[src/rtl/vga_timing_gen.sv]
// VGA raster timing generator: pixel divider, x/y scan counters, registered
// sync/blanking aligned with x/y, line/frame strobes and a frame counter.
module vga_timing_gen #(
    parameter int H_ACTIVE = 640,
    parameter int H_FP     = 16,
    parameter int H_SYNC   = 96,
    parameter int H_BP     = 48,
    parameter int V_ACTIVE = 480,
    parameter int V_FP     = 10,
    parameter int V_SYNC   = 2,
    parameter int V_BP     = 33,
    parameter bit SYNC_POL = 1'b0,
    parameter int CLK_DIV  = 1
) (
    input  logic       clk,
    input  logic       rst_n,
    input  logic       en,
    output logic [9:0] x,
    output logic [9:0] y,
    output logic       hsync,
    output logic       vsync,
    output logic       display_on,
    output logic       pixel_stb,
    output logic       line_start,
    output logic       frame_start,
    output logic [7:0] frame_count
);

    localparam int H_TOTAL = H_ACTIVE + H_FP + H_SYNC + H_BP;
    localparam int V_TOTAL = V_ACTIVE + V_FP + V_SYNC + V_BP;

    localparam logic [3:0]  DIV_LAST = 4'(CLK_DIV - 1);
    localparam logic [9:0]  H_LAST   = 10'(H_TOTAL - 1);
    localparam logic [9:0]  V_LAST   = 10'(V_TOTAL - 1);
    // Range bounds are 11 bits so an end bound of exactly 1024 does not wrap.
    localparam logic [10:0] H_ACT    = 11'(H_ACTIVE);
    localparam logic [10:0] V_ACT    = 11'(V_ACTIVE);
    localparam logic [10:0] HS_BEG   = 11'(H_ACTIVE + H_FP);
    localparam logic [10:0] HS_END   = 11'(H_ACTIVE + H_FP + H_SYNC);
    localparam logic [10:0] VS_BEG   = 11'(V_ACTIVE + V_FP);
    localparam logic [10:0] VS_END   = 11'(V_ACTIVE + V_FP + V_SYNC);

    logic [3:0] div_q, div_d;
    logic [9:0] x_q, x_d;
    logic [9:0] y_q, y_d;
    logic [7:0] frame_count_q, frame_count_d;
    logic       hsync_q, hsync_d;
    logic       vsync_q, vsync_d;
    logic       display_on_q, display_on_d;
    logic       pixel_stb_q, pixel_stb_d;
    logic       line_start_q, line_start_d;
    logic       frame_start_q, frame_start_d;
    logic       tick_s;
    logic       h_wrap_s;
    logic       v_wrap_s;

    // Next-state: divider, scan counters, strobes and timing decoded from next x/y.
    always_comb begin
        tick_s        = en && (div_q == DIV_LAST);
        h_wrap_s      = (x_q == H_LAST);
        v_wrap_s      = (y_q == V_LAST);
        div_d         = div_q;
        x_d           = x_q;
        y_d           = y_q;
        frame_count_d = frame_count_q;

        if (tick_s) begin
            div_d = 4'd0;
        end else if (en) begin
            div_d = div_q + 4'd1;
        end else begin
            div_d = div_q;
        end

        if (tick_s) begin
            if (h_wrap_s) begin
                x_d = 10'd0;
                if (v_wrap_s) begin
                    y_d           = 10'd0;
                    frame_count_d = frame_count_q + 8'd1;
                end else begin
                    y_d = y_q + 10'd1;
                end
            end else begin
                x_d = x_q + 10'd1;
            end
        end else begin
            x_d = x_q;
        end

        pixel_stb_d   = tick_s;
        line_start_d  = tick_s && h_wrap_s;
        frame_start_d = tick_s && h_wrap_s && v_wrap_s;

        // Decoding from x_d/y_d keeps the registered sync outputs in step with x/y.
        hsync_d      = (({1'b0, x_d} >= HS_BEG) && ({1'b0, x_d} < HS_END)) ? SYNC_POL : ~SYNC_POL;
        vsync_d      = (({1'b0, y_d} >= VS_BEG) && ({1'b0, y_d} < VS_END)) ? SYNC_POL : ~SYNC_POL;
        display_on_d = ({1'b0, x_d} < H_ACT) && ({1'b0, y_d} < V_ACT);
    end

    // State registers with synchronous active-low reset.
    always_ff @(posedge clk) begin
        if (!rst_n) begin
            div_q         <= 4'd0;
            x_q           <= 10'd0;
            y_q           <= 10'd0;
            frame_count_q <= 8'd0;
            hsync_q       <= ~SYNC_POL;
            vsync_q       <= ~SYNC_POL;
            display_on_q  <= 1'b1;
            pixel_stb_q   <= 1'b0;
            line_start_q  <= 1'b0;
            frame_start_q <= 1'b0;
        end else begin
            div_q         <= div_d;
            x_q           <= x_d;
            y_q           <= y_d;
            frame_count_q <= frame_count_d;
            hsync_q       <= hsync_d;
            vsync_q       <= vsync_d;
            display_on_q  <= display_on_d;
            pixel_stb_q   <= pixel_stb_d;
            line_start_q  <= line_start_d;
            frame_start_q <= frame_start_d;
        end
    end

    assign x           = x_q;
    assign y           = y_q;
    assign hsync       = hsync_q;
    assign vsync       = vsync_q;
    assign display_on  = display_on_q;
    assign pixel_stb   = pixel_stb_q;
    assign line_start  = line_start_q;
    assign frame_start = frame_start_q;
    assign frame_count = frame_count_q;

endmodule

[config.mk]
export PLATFORM = sky130hd
export DESIGN_NAME = vga_timing_gen
export DESIGN_NICKNAME = d
export VERILOG_FILES = /design/src/rtl/vga_timing_gen.sv
export SDC_FILE = /design/constraint.sdc
export NUM_CORES = 1
export LEC_CHECK = 0
export BUFFER_PORTS_ARGS = -buffer_cell sky130_fd_sc_hd__buf_2
export CORE_UTILIZATION = 30
export CTS_CLUSTER_DIAMETER = 150
export DETAILED_ROUTE_END_ITERATION = 10
export GPL_ROUTABILITY_DRIVEN = 1
export PLACE_DENSITY_LB_ADDON = 0.15
export SYNTH_ARGS = -nofsm -noshare
export SYNTH_HDL_FRONTEND = slang
export SYNTH_SLANG_ARGS = --single-unit
[constraint.sdc]
create_clock -name clk -period 5.2 [get_ports clk]
set_input_delay 0.26 -clock clk [delete_from_list [all_inputs] [get_ports clk]]
set_output_delay 0.26 -clock clk [all_outputs]
set_load 0.1 [all_outputs]
==> flow_summary_export.csv <==
group,metric,value,unit
logic_synthesis,ys_warn_count,0,
die,die_w,83.4,um
clock_tree,root_buffer,"clkbuf_8",
clock_tree,cts_buffers,5,
layout,syn_to_final_growth,17.7,%
die,coreArea,6390,um^2
power,peakVddDrop,0.000112,V
worst_setup_path,worstPathArrival,2.98,ns
layout,drive_gt1_share,22.3,%
clock_tree,htreeDepth,2,
logic_synthesis,avgSynthCellArea,8.72,um^2
place,port_buffers,36,
timing,skew,0.0115,ns
clock_tree,ctsResizeCount,0,
run,cap_violations,0,
detailed_routing,num_vias,1796,
worst_setup_path,cp-end-kind,"flop",
power,powerDensity,255,nW/um^2
die,die_area,6960,um^2
timing,setup_violations,0,
place,place_hpwl,3450,um
place,dpl.cell_count,333,
clock_tree,clockBufferDepth,2,
logic_synthesis,synthDistinctLibCells,51,
detailed_routing,routed_wl,4820,um
layout,stdcell_count,341,
logic_synthesis,synth_edf_count,0,
timing,period_needed,2.79,ns
detailed_routing,avgViaCountPerCell,5.27,
worst_setup_path,worstPathRequired,5.39,ns
die,io_pins,37,
timing,fin_tns_setup,0,ns
power,p_leak,0.873,nW
timing,rsz0062_at_grt,"no",
place,post-place-ws,2.36,ns
layout,regArea,761,um^2
global_routing,overflow,0,
worst_setup_path,crit_fanout,16,
timing,period_share,53.7,%
clock_tree,ctsHoldBuffers,0,
timing,tightest_slew,0.760,ns
detailed_routing,first_pass_iters,4,
global_routing,grt_usage,14.3,%
layout,antenna_cells,0,
detailed_routing,antenna_left,0,
logic_synthesis,synth-seq-area-share,38.3,%
die,start_util,31.1,%
logic_synthesis,synthArstFlopShare,0,%
die,rows,29,
layout,layout_common_cells,"dfxtp_1 (38), buf_2 (36), nor2_1 (24)",
timing,drv_slew,0,
timing,hold_viol_final,0,
clock_tree,post_cts_buffers,0,
detailed_routing,drtIter0Drc,116,
worst_hold_path,holdPathStages,2,
logic_synthesis,syn_nets,237,
logic_synthesis,netlist_area,1990,um^2
layout,multiInputGateArea,1170,um^2
clock_tree,cts_sinks,38,
global_routing,grt_pass1_vias,1522,
clock_tree,insertion_delay,0.29,ns
timing,relSlewSlack,49.3,%
timing,worst_slack,2.41,ns
place,routabilityCongestion,0.783,
layout,nNetsFinal,272,
worst_setup_path,reg2reg_depth,6,
global_routing,grt_max_degree,22,
detailed_routing,wire_per_inst,14.1,um
clock_tree,clk_pin_slew,0.08,ns
clock_tree,cts_tree,"done",
status,outcome,"finished, final reports clean",
logic_synthesis,ys.flop_type,"dfxtp_1",
global_routing,antenna_found_initial,0,
layout,layout_commonest_cell,"dfxtp_1",
layout,fillerInstances,693,
timing,clock.fmax,0.358,GHz
logic_synthesis,syn_inst,228,
die,fp.dieH,83.4,um
detailed_routing,drc,0,
global_routing,grt_pass1_wl,7900,um
worst_setup_path,crit_type,"reg -> reg",
logic_synthesis,synth-seq-cells,38,
worst_hold_path,hold_class,"in -> reg",
worst_setup_path,worstSetupStartpointType,"flop",
power by group:
| group | switching [mW] | internal, mW |
|---|---|---|
| clock | 0.110 | 0.141 |
| sequential | 0.00498 | 0.294 |
| combinational | 0.0364 | 0.00922 |
| total | 0.151 | 0.445 |
metal layers:
layer	up-vias	GRT usage (%)	share of wire, %
li1	908	-	-
met1	851	20.9	49
met2	35	20.5	46
met3	2	3.48	3.8
met4	0	4.23	0.70
met5	-	0	0
area by class of cell:
| cell class | instances | share of cell area [%] |
|---|---|---|
| tap | 77 | 4.12 |
| sequential | 38 | 32.5 |
| multi-input combinational | 176 | 50.1 |
| clock inverter | 3 | 1.71 |
| clock buffer | 5 | 2.94 |
| timing repair buffer | 36 | 7.70 |
| inverter | 6 | 0.963 |
synth_stat cells, types with 3 or more instances:
library cell	instances	area share, %
dfxtp_1	38	38
nor2_1	24	4.5
nand2_1	19	3.6
a21oi_1	12	3.0
nand3_1	12	3.0
o21ai_0	11	2.8
xnor2_1	10	4.4
nand4_1	9	2.8
ha_1	6	3.8
inv_1	6	1.1
xor2_1	6	2.6
or4_1	5	1.9
nor3_1	4	1.0
nor3b_1	4	1.5
o211ai_1	4	1.5
or3_1	4	1.3
and3_1	3	0.94
buf_2	3	0.75
clkbuf_1	3	0.57
mux2i_1	3	1.5
nor4_1	3	0.94
o31ai_1	3	1.1
sequential cells by signal, indices dropped and copies added (netlist names):
register and flops:
x 10, y 10, frame_count 8, div_q 4, display_on 1, frame_start 1
hsync 1, line_start 1, pixel_stb 1, vsync 1
kinds of logic (layout without fill, tap and decap cells):
family          after synthesis  after routing  synth area share (%)
flops                        38             38                  38.3
mux                           3              3                  1.51
fa+ha+maj                     6              6                  3.78
xor+xnor                     16             16                  7.05
compound gates               44             44                  15.1
buf+inv                      14             50                  2.83
simple gates                107            107                  31.5
through the flow:
stage	utilization [%]	area [um^2]	power [mW]	hold WS, ns
5_1_grt	36.6	2340	0.622	0.314
2_1_floorplan	-	1990	0.342	0.349
6_report	36.6	2340	0.596	0.313
3_5_place_dp	34.9	2230	0.352	0.468
3_3_place_gp	34.9	2230	0.352	0.462
4_1_cts	36.6	2340	0.605	0.302
worst paths after layout:
path / start / to / slack (ns)
setup / recovery: div_q[0]$_SDFFE_PP0P_ / y[2]$_SDFF_PN0_ / 2.41
hold / removal: rst_n / display_on$_SDFF_PN1_ / 0.31
setup reg to reg: div_q[0]$_SDFFE_PP0P_ / y[2]$_SDFF_PN0_ / 2.41
hold reg to reg: frame_count[7]$_SDFFE_PN0P_ / frame_count[7]$_SDFFE_PN0P_ / 0.48
worst max-delay path, stage by stage (launching register included):
cell	delay, ns
dfxtp_1	0.34
inv_1	0.07
ha_1	0.17
nand4bb_2	0.38
or4_1	0.92
o21ai_0	0.58
o21ba_2	0.23
Power figures use the tool's default switching activity.
